$ cat config.mk
export PLATFORM = sky130hd
export DESIGN_NAME = syn_gpu_job_sched
export DESIGN_NICKNAME = d
export VERILOG_FILES = /design/src/rtl/syn_gpu_pkg.sv /design/src/rtl/syn_gpu_job_fifo.sv /design/src/rtl/syn_gpu_job_sched.sv
export SDC_FILE = /design/constraint.sdc
export NUM_CORES = 1
export LEC_CHECK = 0
export BUFFER_PORTS_ARGS = -buffer_cell sky130_fd_sc_hd__buf_2
export CORE_UTILIZATION = 53
export CTS_BUF_LIST = sky130_fd_sc_hd__clkbuf_8
export CTS_CLUSTER_SIZE = 10
export DETAILED_ROUTE_END_ITERATION = 10
export PLACE_DENSITY = 0.83
export SETUP_SLACK_MARGIN = 0.05
export SLEW_MARGIN = 20
export SYNTH_ARGS = -nofsm -noshare
export SYNTH_HDL_FRONTEND = slang
export SYNTH_HIERARCHICAL = 1
export SYNTH_SLANG_ARGS = --single-unit
$ cat constraint.sdc
create_clock -name clk_ir -period 3.65 [get_ports clk_ir]
set_input_delay 0.9125 -clock clk_ir [delete_from_list [all_inputs] [get_ports clk_ir]]
set_output_delay 0.9125 -clock clk_ir [all_outputs]
set_load 0.005 [all_outputs]
$ cat src/rtl/syn_gpu_pkg.sv
// syn_gpu_pkg: shared GPU core types and defaults.
// Draw-job descriptor, job scheduler state encoding, scheduler defaults.
package syn_gpu_pkg;

  typedef struct packed {
    logic [7:0]  color;
    logic [11:0] x0;
    logic [11:0] y0;
    logic [11:0] x1;
    logic [11:0] y1;
  } gpu_draw_job_t;

  typedef enum logic [1:0] {
    IDLE      = 2'd0,
    ISSUE     = 2'd1,
    WAIT_DONE = 2'd2
  } gpu_job_sched_state_t;

  localparam int JOB_FIFO_DEPTH_DEF = 4;
  localparam int JOB_TIMEOUT_DEF    = 65535;

  function automatic int idx_w(int n);
    return (n > 1) ? $clog2(n) : 1;
  endfunction

endpackage

$ cat src/rtl/syn_gpu_job_fifo.sv
// syn_gpu_job_fifo: synchronous FIFO of gpu_draw_job_t, DEPTH a power of 2.
// Ports: clk_ir, rst_il, push/push_data, pop/pop_data, full, empty, occ.
module syn_gpu_job_fifo
  import syn_gpu_pkg::*;
#(
  parameter int DEPTH = JOB_FIFO_DEPTH_DEF
) (
  input  logic                   clk_ir,
  input  logic                   rst_il,
  input  logic                   push,
  input  gpu_draw_job_t          push_data,
  input  logic                   pop,
  output gpu_draw_job_t          pop_data,
  output logic                   full,
  output logic                   empty,
  output logic [$clog2(DEPTH):0] occ
);

  localparam int AW = $clog2(DEPTH);

  gpu_draw_job_t mem [DEPTH];
  logic [AW:0]   wr_ptr;
  logic [AW:0]   rd_ptr;
  logic          do_push;
  logic          do_pop;

  // Extra MSB separates full (MSBs differ) from empty (equal).
  assign full = (wr_ptr[AW] != rd_ptr[AW]) &&
                (wr_ptr[AW-1:0] == rd_ptr[AW-1:0]);
  assign empty    = (wr_ptr == rd_ptr);
  assign occ      = wr_ptr - rd_ptr;
  assign do_push  = push && !full;
  assign do_pop   = pop && !empty;
  assign pop_data = mem[rd_ptr[AW-1:0]];

  always_ff @(posedge clk_ir) begin
    if (do_push)
      mem[wr_ptr[AW-1:0]] <= push_data;
  end

  always_ff @(posedge clk_ir or negedge rst_il) begin
    if (!rst_il) begin
      wr_ptr <= '0;
      rd_ptr <= '0;
    end else begin
      if (do_push)
        wr_ptr <= wr_ptr + 1'b1;
      if (do_pop)
        rd_ptr <= rd_ptr + 1'b1;
    end
  end

endmodule

$ cat src/rtl/syn_gpu_job_sched.sv
// syn_gpu_job_sched: round-robin job arbiter + FIFO + issue FSM for euclid.
// Ports: req_valid/req_job/req_ready in, euclid_job_start/data out,
// euclid_busy/done in, sched_busy/fifo_occ/job_cnt/timeout_err status.
// Optional watchdog: define SYN_GPU_JOB_SCHED_TIMEOUT_EN.
module syn_gpu_job_sched
  import syn_gpu_pkg::*;
#(
  parameter int NUM_REQ     = 2,
  parameter int FIFO_DEPTH  = JOB_FIFO_DEPTH_DEF,
  parameter int CNT_W       = 16,
  parameter int TIMEOUT_CYC = JOB_TIMEOUT_DEF
) (
  input  logic                        clk_ir,
  input  logic                        rst_il,
  input  logic [NUM_REQ-1:0]          req_valid,
  input  gpu_draw_job_t               req_job [NUM_REQ],
  output logic [NUM_REQ-1:0]          req_ready,
  output logic                        euclid_job_start,
  output gpu_draw_job_t               euclid_job_data,
  input  logic                        euclid_busy,
  input  logic                        euclid_job_done,
  output logic                        sched_busy,
  output logic [$clog2(FIFO_DEPTH):0] fifo_occ,
  output logic [CNT_W-1:0]            job_cnt,
  output logic                        timeout_err
);

  localparam int RW = idx_w(NUM_REQ);

  gpu_job_sched_state_t state;
  logic [RW-1:0]        rr_ptr;
  logic [RW-1:0]        grant_idx;
  logic [RW-1:0]        scan_idx;
  logic                 grant_vld;
  logic                 fifo_full;
  logic                 fifo_empty;
  logic                 push;
  logic                 pop;
  logic                 wd_hit;
  gpu_draw_job_t        push_data;
  gpu_draw_job_t        fifo_dout;

  // Scan downward so the requester nearest rr_ptr is written last.
  always_comb begin
    grant_vld = 1'b0;
    grant_idx = '0;
    scan_idx  = '0;
    for (int k = NUM_REQ - 1; k >= 0; k--) begin
      scan_idx = RW'((int'(rr_ptr) + k) % NUM_REQ);
      if (req_valid[scan_idx]) begin
        grant_vld = 1'b1;
        grant_idx = scan_idx;
      end
    end
  end

  always_comb begin
    req_ready = '0;
    if (rst_il && grant_vld && !fifo_full)
      req_ready[grant_idx] = 1'b1;
  end

  assign push      = |(req_valid & req_ready);
  assign push_data = req_job[grant_idx];
  assign pop       = (state == ISSUE);

  always_ff @(posedge clk_ir or negedge rst_il) begin
    if (!rst_il)
      rr_ptr <= '0;
    else if (push)
      rr_ptr <= (int'(grant_idx) == NUM_REQ - 1) ?
                '0 : grant_idx + 1'b1;
  end

  syn_gpu_job_fifo #(
    .DEPTH(FIFO_DEPTH)
  ) u_fifo (
    .clk_ir   (clk_ir),
    .rst_il   (rst_il),
    .push     (push),
    .push_data(push_data),
    .pop      (pop),
    .pop_data (fifo_dout),
    .full     (fifo_full),
    .empty    (fifo_empty),
    .occ      (fifo_occ)
  );

  assign sched_busy = !fifo_empty || (state != IDLE);

`ifdef SYN_GPU_JOB_SCHED_TIMEOUT_EN
  localparam int WD_W = $clog2(TIMEOUT_CYC + 1);

  logic [WD_W-1:0] wd_cnt;

  // Fires on the TIMEOUT_CYC-th cycle spent in WAIT_DONE.
  assign wd_hit = (wd_cnt == WD_W'(TIMEOUT_CYC - 1));

  always_ff @(posedge clk_ir or negedge rst_il) begin
    if (!rst_il) begin
      wd_cnt      <= '0;
      timeout_err <= 1'b0;
    end else begin
      if (state == ISSUE)
        wd_cnt <= '0;
      else if (state == WAIT_DONE)
        wd_cnt <= wd_cnt + 1'b1;
      if (state == WAIT_DONE && !euclid_job_done && wd_hit)
        timeout_err <= 1'b1;
    end
  end
`else
  assign wd_hit      = 1'b0;
  assign timeout_err = 1'b0;
`endif

  always_ff @(posedge clk_ir or negedge rst_il) begin
    if (!rst_il) begin
      state            <= IDLE;
      euclid_job_start <= 1'b0;
      euclid_job_data  <= '0;
      job_cnt          <= '0;
    end else begin
      euclid_job_start <= 1'b0;
      unique case (state)
        IDLE: begin
          if (!fifo_empty && !euclid_busy)
            state <= ISSUE;
        end
        ISSUE: begin
          euclid_job_data  <= fifo_dout;
          euclid_job_start <= 1'b1;
          state            <= WAIT_DONE;
        end
        WAIT_DONE: begin
          if (euclid_job_done) begin
            job_cnt <= job_cnt + 1'b1;
            state   <= IDLE;
          end else if (wd_hit) begin
            state <= IDLE;
          end
        end
        default: state <= IDLE;
      endcase
    end
  end

endmodule

==> results of run 1 <==
## cell families (layout without fill, tap and decap cells)
logic type               count (synthesis)  after routing  synth area share
other                                    1              1          0.000309
buffers and inverters                   36            312            0.0159
multiplexers                           173            173             0.213
AO/OA/AOI/OAI                            5              5           0.00268
flip-flops                             306            306             0.723
adder cells (fa/ha/maj)                  9              9           0.00989
XOR/XNOR                                19             19            0.0143
AND/OR/NAND/NOR                         49             49            0.0212
## registers in the layout (all words and copies together), names as in the netlist
signal            count
state                 2
euclid_job_data      56
job_cnt              16
rr_ptr                1
u_fifo/wr_ptr         3
u_fifo/rd_ptr         3
euclid_job_start      1
u_fifo/mem          224
## repair_timing
item | 4_1_cts | 5_1_grt
gates resized for setup | 0 | 1
setup endpoints to repair | 0 | 1
hold endpoints to repair | 0 | 0
## final cells by class
class | instances | area, µm² | area share
clock buffers | 56 | 771 | 0.0532
clock inverters | 35 | 198 | 0.0136
inverters | 11 | 41.3 | 0.00285
multi-input cells | 256 | 3200 | 0.221
flip-flops and latches | 306 | 8780 | 0.606
well taps | 285 | 357 | 0.0246
repair buffers | 210 | 1140 | 0.0786
## routing by layer
metal	up-vias	GRT usage	wire, µm
li1	2837	-	-
met1	3168	0.275	9680
met2	239	0.343	11300
met3	33	0.0377	1460
met4	0	0.0576	330
met5	-	0	0
## power by group through the flow
stage / Clock [mW] / Combinational (mW) / Sequential, mW
after floorplan: 0 / 2.25 / 5.16
after global placement: 0 / 3.34 / 5.17
after detailed placement: 0 / 3.41 / 5.21
after CTS: 2.88 / 3.43 / 5.15
after global routing: 3.04 / 3.67 / 5.24
final: 2.80 / 3.36 / 5.14
## cell usage in the layout (no fill, tap or decap), types with 3 or more instances in the layout
cell type and n:
sky130_fd_sc_hd__mux4_2 56, sky130_fd_sc_hd__clkinv_1 8, sky130_fd_sc_hd__clkinv_2 5, sky130_fd_sc_hd__nor2_1 10
sky130_fd_sc_hd__buf_4 11, sky130_fd_sc_hd__xor2_1 6, sky130_fd_sc_hd__nand4_1 3, sky130_fd_sc_hd__buf_2 195
sky130_fd_sc_hd__ha_1 8, sky130_fd_sc_hd__inv_1 29, sky130_fd_sc_hd__dfrtp_1 80, sky130_fd_sc_hd__nand3_1 6
sky130_fd_sc_hd__and3_2 3, sky130_fd_sc_hd__edfxtp_1 224, sky130_fd_sc_hd__nand2_1 11, sky130_fd_sc_hd__clkbuf_8 56
sky130_fd_sc_hd__buf_12 4, sky130_fd_sc_hd__mux2_2 114, sky130_fd_sc_hd__xnor2_1 12
## per-stage QoR
| step | std cells | total power, mW | hold slack [ps] | setup slack, ps | area [µm²] |
|---|---|---|---|---|---|
| after floorplan | 598 | 7.41 | 467 | 645 | 12100 |
| final | 1159 | 11.3 | 454 | 310 | 14500 |
| after global routing | 1159 | 11.9 | 478 | 125 | 14500 |
| after CTS | 1159 | 11.5 | 457 | 191 | 14500 |
| after detailed placement | 1068 | 8.63 | 459 | 793 | 13500 |
| after global placement | 1068 | 8.51 | 457 | 921 | 13500 |
## worst paths after layout
path | to | from | slack, ps | cells after the start
worst max-delay path | req_ready[0] | u_fifo/wr_ptr[0]$_DFFE_PN0P_ | 310 | 8
worst min-delay path | euclid_job_data[25]$_DFFE_PN0P_ | rst_il | 450 | 2
worst max register to register | u_fifo/mem[2][10]$_DFFE_PP_ | u_fifo/wr_ptr[0]$_DFFE_PN0P_ | 910 | 8
worst min register to register | job_cnt[15]$_DFFE_PN0P_ | job_cnt[15]$_DFFE_PN0P_ | 470 | 1
max in group asynchronous | u_fifo/rd_ptr[0]$_DFFE_PN0P_ | rst_il | 2090 | 3
min in group clk_ir | job_cnt[15]$_DFFE_PN0P_ | job_cnt[15]$_DFFE_PN0P_ | 470 | 1
==> impl_metrics.ini, run 1 <==
[place]
numPortBuffers = 196
gp_congestion = 0.775
dp_hpwl_um = 14000

[power_and_ir_drop]
cell_internal_pwr_mw = 8.06
p_leak_nw = 5.63
vdd_ir_drop_max_uv = 446
pwr-share-seq = 0.455
switching_share = 0.287
power.clock.fraction = 0.248
switchingPower_mw = 3.24
comb_power_share = 0.297
power-per-cell-area_mw_per_mm2 = 780

[global_routing]
number_of_global_route_vias_before_repair = 6630
grt_max_degree = 59
grt_pass1_wl_um = 36400
grtUsageTotal = 0.204
grt.overflow.total = 0
antenna_violations_before_repair = 0

[synth]
yosysTopAreaCell = sky130_fd_sc_hd__edfxtp_1
post_synth.cell_area_avg_um2 = 20.3
syn_inst = 598
synth.distinct_cells = 37
synth_enable_flop_cells = 224
synth_top_area_frac = 0.554
ys_seq_area_frac = 0.723
yosys-top-cells-area = sky130_fd_sc_hd__edfxtp_1 55%, sky130_fd_sc_hd__dfrtp_1 17%, sky130_fd_sc_hd__mux2_2 11%, sky130_fd_sc_hd__mux4_2 10%, sky130_fd_sc_hd__xnor2_1 0.87%
async_reset_ff_frac = 0.268
postSynth.topFlopCell = sky130_fd_sc_hd__edfxtp_1
number_of_storage_elements_in_the_synthesis_netlist = 306
synth_commonest_cells = 224 x sky130_fd_sc_hd__edfxtp_1, 114 x sky130_fd_sc_hd__mux2_2, 82 x sky130_fd_sc_hd__dfrtp_1, 56 x sky130_fd_sc_hd__mux4_2, 16 x sky130_fd_sc_hd__buf_2
synth_fp_nets = 725
synth_most_common_cell = sky130_fd_sc_hd__edfxtp_1
yosysWarnings = 6
syn-cell-area_mm2 = 0.0121

[die]
die_area_mm2 = 0.0235
initial_utilization = 0.538
floorplan.core_area_mm2 = 0.0226
die_width_um = 153
std_cell_rows = 55
chip_height_um = 153
boundaryPins = 198

[detailed_routing]
detailroute.via_count = 6277
drtIter0Drc = 368
detail_route.wl_per_cell_um = 19.7
firstDrtPassIters = 4
post_drt_via_cell_ratio = 5.42
totalWireLength_um = 22800
postRouteAntennaNets = 0
drc_errors = 0

[setup_path]
cp.buffers_inverters = 3
critical_path.max_stage_delay_ps = 410
critical-path-slowest-cell = sky130_fd_sc_hd__dfrtp_1
critPathMostFrequentCell = sky130_fd_sc_hd__inv_1
crit_start_category = flip-flop
crit_arrival_ps = 2430
worstPathCellList = inv_1 > ha_1 > nand3_1 > inv_1 > nand2b_1 > nor2_2 > and2_1 > buf_2
timing.setup.critical_path_class = reg -> out
worstPathMaxFanout = 8
endpoint_kind = primary output
path_delay_family = simple AND/OR/NAND/NOR gates
cp.required_ps = 2740

[sta]
max_clock_freq_ghz = 0.299
fin_setup_tns_ps = 0
slew_headroom = 0.404
rsz0062_at_grt = no
final.setup_skew_ps = 21.9
max_slew.worst_pin.slew_ps = 893
finalCriticalPeriod_ps = 3340
finalMaxSlewViolations = 0
endpoints_failing_hold = 0
final.period_utilization = 0.915
report.final.setup_viol = 0

[cells_and_area]
layout.filler_cells = 1557
layout.nets = 961
area_delta_synth_final_pct = 19.3
final_layout_size_suffix_gt1_frac = 0.529
final_util = 0.642
num_antenna_cells = 0

[clock_network]
tritoncts_num_sinks = 306
cts.path.max_buffers = 3
tritoncts = yes
clk_transition_reported_paths_ps = 60
worstSkewPairLatency_ps = 550
cts_hold_repair.buffers = 0
cts.root.buffer_cell = sky130_fd_sc_hd__clkbuf_8
cts_buffers = 49
post_cts.repair.setup_buffers = 0
cts_max_level = 2

[worst_hold_path]
min-delay-path-class = in -> async

[job]
maxCapViolations = 0

[run_status]
run_status = finished clean
Note: power is estimated with default switching activity, not from simulation.
==> run 2: changes to the inputs <==
- CELL_PAD_IN_SITES_DETAIL_PLACEMENT: not set -> 1
- CELL_PAD_IN_SITES_GLOBAL_PLACEMENT: not set -> 1
- CORE_UTILIZATION: 53 -> 45
- PLACE_DENSITY: 0.83 -> 0.82
==> impl_metrics.ini, run 2 (same netlist as run 1, synthesis figures left out) <==
[cells_and_area]
final_util = 0.553
final_layout_size_suffix_gt1_frac = 0.525
layout.nets = 959
area_delta_synth_final_pct = 19.7
stdcell_count = 1208
layout_common_cells = 224 x sky130_fd_sc_hd__edfxtp_1, 195 x sky130_fd_sc_hd__buf_2, 114 x sky130_fd_sc_hd__mux2_2
area_of_combinational_cells_with_multiple_inputs_mm2 = 0.00321
largest_register_ff_count = 224
layout.filler_cells = 2434
layout_commonest_cell = sky130_fd_sc_hd__edfxtp_1
layout.area.seq_mm2 = 0.00878

[clock_network]
tritoncts = yes
cts_buffers = 49
cts.path.max_buffers = 3
cts_max_level = 2
worstSkewPairLatency_ps = 560
clk_transition_reported_paths_ps = 60
cts_hold_repair.buffers = 0
tritoncts_num_sinks = 306
cts.root.buffer_cell = sky130_fd_sc_hd__clkbuf_8

[sta]
report.final.setup_viol = 0
max_clock_freq_ghz = 0.293
finalMaxSlewViolations = 0
slew_headroom = 0.384
fin_setup_tns_ps = 0
final.setup_skew_ps = 25.9
max_slew.worst_pin.slew_ps = 923
finalCriticalPeriod_ps = 3410
rsz0062_at_grt = no
final.period_utilization = 0.935
endpoints_failing_hold = 0

[detailed_routing]
totalWireLength_um = 26500
detailroute.via_count = 6425
post_drt_via_cell_ratio = 5.32
drc_errors = 13
firstDrtPassIters = 7
detail_route.wl_per_cell_um = 21.9
drtIter0Drc = 425
postRouteAntennaNets = 0

[global_routing]
antenna_violations_before_repair = 1
grt.overflow.total = 0
grtUsageTotal = 0.198
grt_max_degree = 59
number_of_global_route_vias_before_repair = 7159
grt_pass1_wl_um = 41400

[run_status]
run_status = finished with violations
violations = DRC

[worst_hold_path]
min-delay-path-class = reg -> reg

[place]
gp_congestion = 0.733
dp_hpwl_um = 16700
numPortBuffers = 196
place.detailed.instances = 1116

[setup_path]
cp.buffers_inverters = 2
endpoint_kind = primary output
critical_path.max_stage_delay_ps = 480
critical-path-slowest-cell = sky130_fd_sc_hd__dfrtp_1
crit_arrival_ps = 2500
worstPathCellList = ha_1 > nand3_1 > inv_1 > nand2b_1 > nor2_2 > and2_1 > buf_2
timing.setup.critical_path_class = reg -> out
cp.required_ps = 2740
crit_start_category = flip-flop
worstPathMaxFanout = 8
path_delay_family = simple AND/OR/NAND/NOR gates

[power_and_ir_drop]
p_leak_nw = 5.60
power-per-cell-area_mw_per_mm2 = 784
vdd_ir_drop_max_uv = 441

[die]
initial_utilization = 0.462
floorplan.core_area_mm2 = 0.0263
chip_height_um = 166
die_area_mm2 = 0.0276
std_cell_rows = 59
boundaryPins = 198
die_width_um = 166

[job]
maxCapViolations = 0
-- run 2: changes by cell type in the layout (fill, tap and decap cells not counted), sizes merged --
cell,before,now
bufinv,2,1
buf,210,208
inv,29,31
diode,0,1
clkbuf,56,55
-- run 2: what timing repair did --
| action | CTS | global route |
|---|---|---|
| endpoints found under the setup margin | 0 | 1 |
| setup buffers | 0 | 0 |
| resized for setup | 0 | 1 |
-- run 2: report_power, final --
group          switching [mW]  internal [mW]  total [mW]
logic                    1.71           1.75        3.46
clock network            1.30           1.45        2.76
registers               0.399           4.78        5.18
total                    3.41           7.98        11.4
-- run 2: path summary, 6_finish.rpt --
path / start / depth (start not counted) / to / slack (ps)
max in group asynchronous: rst_il / 3 / u_fifo/rd_ptr[0]$_DFFE_PN0P_ / 1990
min: job_cnt[15]$_DFFE_PN0P_ / 1 / job_cnt[15]$_DFFE_PN0P_ / 460
max: u_fifo/wr_ptr[1]$_DFFE_PN0P_ / 7 / req_ready[0] / 240
max reg2reg: u_fifo/wr_ptr[1]$_DFFE_PN0P_ / 7 / u_fifo/mem[0][18]$_DFFE_PP_ / 880
min reg2reg: job_cnt[15]$_DFFE_PN0P_ / 1 / job_cnt[15]$_DFFE_PN0P_ / 460
min in group asynchronous: rst_il / 2 / euclid_job_data[19]$_DFFE_PN0P_ / 500
-- run 2: area by class of cell --
| class | count | area share |
|---|---|---|
| diodes | 1 | 0.000172 |
| clock buffers | 55 | 0.0521 |
| clock inverters | 36 | 0.0123 |
| inverters | 11 | 0.00284 |
| multi-input cells | 256 | 0.221 |
| flip-flops and latches | 306 | 0.604 |
| well taps | 335 | 0.0288 |
| repair buffers | 208 | 0.0782 |
-- run 2: per-layer routing --
layer / vias up / share of wire / global-route usage
met2: 202 / 0.51 / 0.340
li1: 2830 / - / -
met3: 35 / 0.049 / 0.0369
met5: - / 0 / 0
met4: 0 / 0.015 / 0.0531
met1: 3358 / 0.42 / 0.260
-- run 2: stage by stage --
step | cell area (µm²) | total power [mW] | setup slack, ps | hold slack (ps)
after floorplan | 12100 | 7.41 | 645 | 467
after global placement | 13600 | 8.59 | 815 | 456
after detailed placement | 13600 | 8.77 | 721 | 458
after CTS | 14500 | 11.6 | 96.8 | 469
after global routing | 14500 | 12.0 | 81.6 | 495
final | 14500 | 11.4 | 236 | 462
==> run 3: changes to the inputs <==
- REMOVE_ABC_BUFFERS: not set -> 1
==> impl_metrics.ini, run 3 (same netlist as run 1, synthesis figures left out) <==
[run_status]
run_status = finished with violations
violations = DRC

[sta]
final.period_utilization = 0.922
finalMaxSlewViolations = 0
max_clock_freq_ghz = 0.297
final.setup_skew_ps = 20.1
slew_headroom = 0.385
postLayoutSetupSlackWorst_ps = 284
rsz0062_at_grt = no
endpoints_failing_hold = 0
report.final.setup_viol = 0
max_slew.worst_pin.slew_ps = 922
finalCriticalPeriod_ps = 3370

[die]
std_cell_rows = 59
chip_height_um = 166
initial_utilization = 0.462
floorplan.core_area_mm2 = 0.0263
die_area_mm2 = 0.0276
die_width_um = 166
boundaryPins = 198

[cells_and_area]
num_antenna_cells = 0
layout.nets = 962
final_layout_size_suffix_gt1_frac = 0.532
layout_common_cells = 224 x sky130_fd_sc_hd__edfxtp_1, 195 x sky130_fd_sc_hd__buf_2, 114 x sky130_fd_sc_hd__mux2_2
largest_register_ff_count = 224
area_delta_synth_final_pct = 19.8
layout_commonest_cell = sky130_fd_sc_hd__edfxtp_1

[global_routing]
number_of_global_route_vias_before_repair = 7203
grt_pass1_wl_um = 40800
antenna_violations_before_repair = 1
grt_max_degree = 59
grtUsageTotal = 0.193
grt.overflow.total = 0

[worst_hold_path]
min-delay-path-class = reg -> reg

[setup_path]
cp.required_ps = 2740
critical-path-slowest-cell = sky130_fd_sc_hd__dfrtp_1
critical_path.max_stage_delay_ps = 420
endpoint_kind = primary output
crit_start_category = flip-flop
critPathMostFrequentCell = sky130_fd_sc_hd__inv_1
worstPathMaxFanout = 8
path_delay_family = simple AND/OR/NAND/NOR gates
timing.setup.critical_path_class = reg -> out
cp.buffers_inverters = 3
worstPathCellList = inv_1 > ha_1 > nand3_1 > inv_1 > nand2b_1 > nor2_2 > and2_1 > buf_2
crit_arrival_ps = 2450

[power_and_ir_drop]
power_mw = 11.3
comb_power_share = 0.303
switchingPower_mw = 3.37
pwr-share-seq = 0.457
vdd_ir_drop_max_uv = 335
switching_share = 0.298
power-per-cell-area_mw_per_mm2 = 778
cell_internal_pwr_mw = 7.95
p_leak_nw = 5.62
power.clock.fraction = 0.240

[detailed_routing]
drtIter0Drc = 374
detail_route.wl_per_cell_um = 21.4
detailroute.via_count = 6410
totalWireLength_um = 25900
drc_errors = 15
post_drt_via_cell_ratio = 5.29
firstDrtPassIters = 8
postRouteAntennaNets = 0

[clock_network]
tritoncts_num_sinks = 306
tritoncts = yes
cts.root.buffer_cell = sky130_fd_sc_hd__clkbuf_8
cts_hold_repair.buffers = 0
post_cts.repair.setup_buffers = 0
cts_max_level = 2
cts.path.max_buffers = 3
clk_transition_reported_paths_ps = 60
quantity_of_gates_resized_following_cts = 0
cts_buffers = 49
worstSkewPairLatency_ps = 550

[place]
setup_slack_placement_ps = 751
gp_congestion = 0.762
dp_hpwl_um = 16800
numPortBuffers = 196

[job]
maxCapViolations = 0
## run 3: changes by cell type in the layout (fill, tap and decap cells not counted)
cell,before,now
sky130_fd_sc_hd__bufinv_16,1,0
sky130_fd_sc_hd__buf_4,8,11
sky130_fd_sc_hd__clkinvlp_4,2,1
sky130_fd_sc_hd__diode_2,1,0
sky130_fd_sc_hd__clkbuf_8,55,56
sky130_fd_sc_hd__inv_6,0,2
sky130_fd_sc_hd__clkinv_4,1,0
sky130_fd_sc_hd__inv_1,31,27
sky130_fd_sc_hd__clkinv_2,4,9
## run 3: metal layers
| layer | GRT usage | vias up | part of all wire |
|---|---|---|---|
| li1 | - | 2842 | - |
| met1 | 0.250 | 3301 | 0.42 |
| met2 | 0.333 | 212 | 0.50 |
| met3 | 0.0377 | 53 | 0.052 |
| met4 | 0.0560 | 2 | 0.022 |
| met5 | 0 | - | 0.00050 |
## run 3: final timing paths
kind / startpoint / endpoint / slack [ps] / cells past startpoint
worst max-delay path: u_fifo/wr_ptr[0]$_DFFE_PN0P_ / req_ready[0] / 280 / 8
worst min-delay path: job_cnt[15]$_DFFE_PN0P_ / job_cnt[15]$_DFFE_PN0P_ / 470 / 1
worst max register to register: u_fifo/wr_ptr[0]$_DFFE_PN0P_ / u_fifo/mem[1][39]$_DFFE_PP_ / 840 / 8
worst min register to register: job_cnt[15]$_DFFE_PN0P_ / job_cnt[15]$_DFFE_PN0P_ / 470 / 1
max in group asynchronous: rst_il / u_fifo/rd_ptr[0]$_DFFE_PN0P_ / 1960 / 3
min in group asynchronous: rst_il / euclid_job_data[53]$_DFFE_PN0P_ / 480 / 2
## run 3: through the flow
step	utilization	TNS (ps)	area (µm²)	hold slack, ps	instances
global route	0.554	0	14500	473	1211
finish	0.554	0	14500	474	1211
CTS	0.553	0	14500	468	1211
floorplan	-	-500110	12000	467	573
detailed placement	0.518	0	13600	463	1119
global placement	0.518	0	13600	457	1119
## run 3: final cells by class
cell class,instances,area (µm²)
Timing Repair Buffer,211,1160
Multi-Input combinational cell,256,3210
Inverter,11,41.3
Clock inverter,36,160
Fill cell,2456,11700
Clock buffer,56,771
Tap cell,335,419
Sequential cell,306,8780
## run 3: power groups by stage
stage | combinational (mW) | clock (mW) | sequential [mW]
detailed placement | 3.51 | 0 | 5.26
global route | 3.73 | 2.96 | 5.27
global placement | 3.37 | 0 | 5.19
finish | 3.42 | 2.72 | 5.17
CTS | 3.53 | 2.81 | 5.19
floorplan | 2.03 | 0 | 5.39
## run 3: worst reg2reg max path, stage by stage, from the launching register on
cell and delay (ps):
sky130_fd_sc_hd__dfrtp_1 420, sky130_fd_sc_hd__inv_1 110, sky130_fd_sc_hd__ha_1 350, sky130_fd_sc_hd__nand3_1 190, sky130_fd_sc_hd__inv_1 50, sky130_fd_sc_hd__nand2b_1 190
sky130_fd_sc_hd__nor2_2 320, sky130_fd_sc_hd__and3_4 530, sky130_fd_sc_hd__buf_12 310
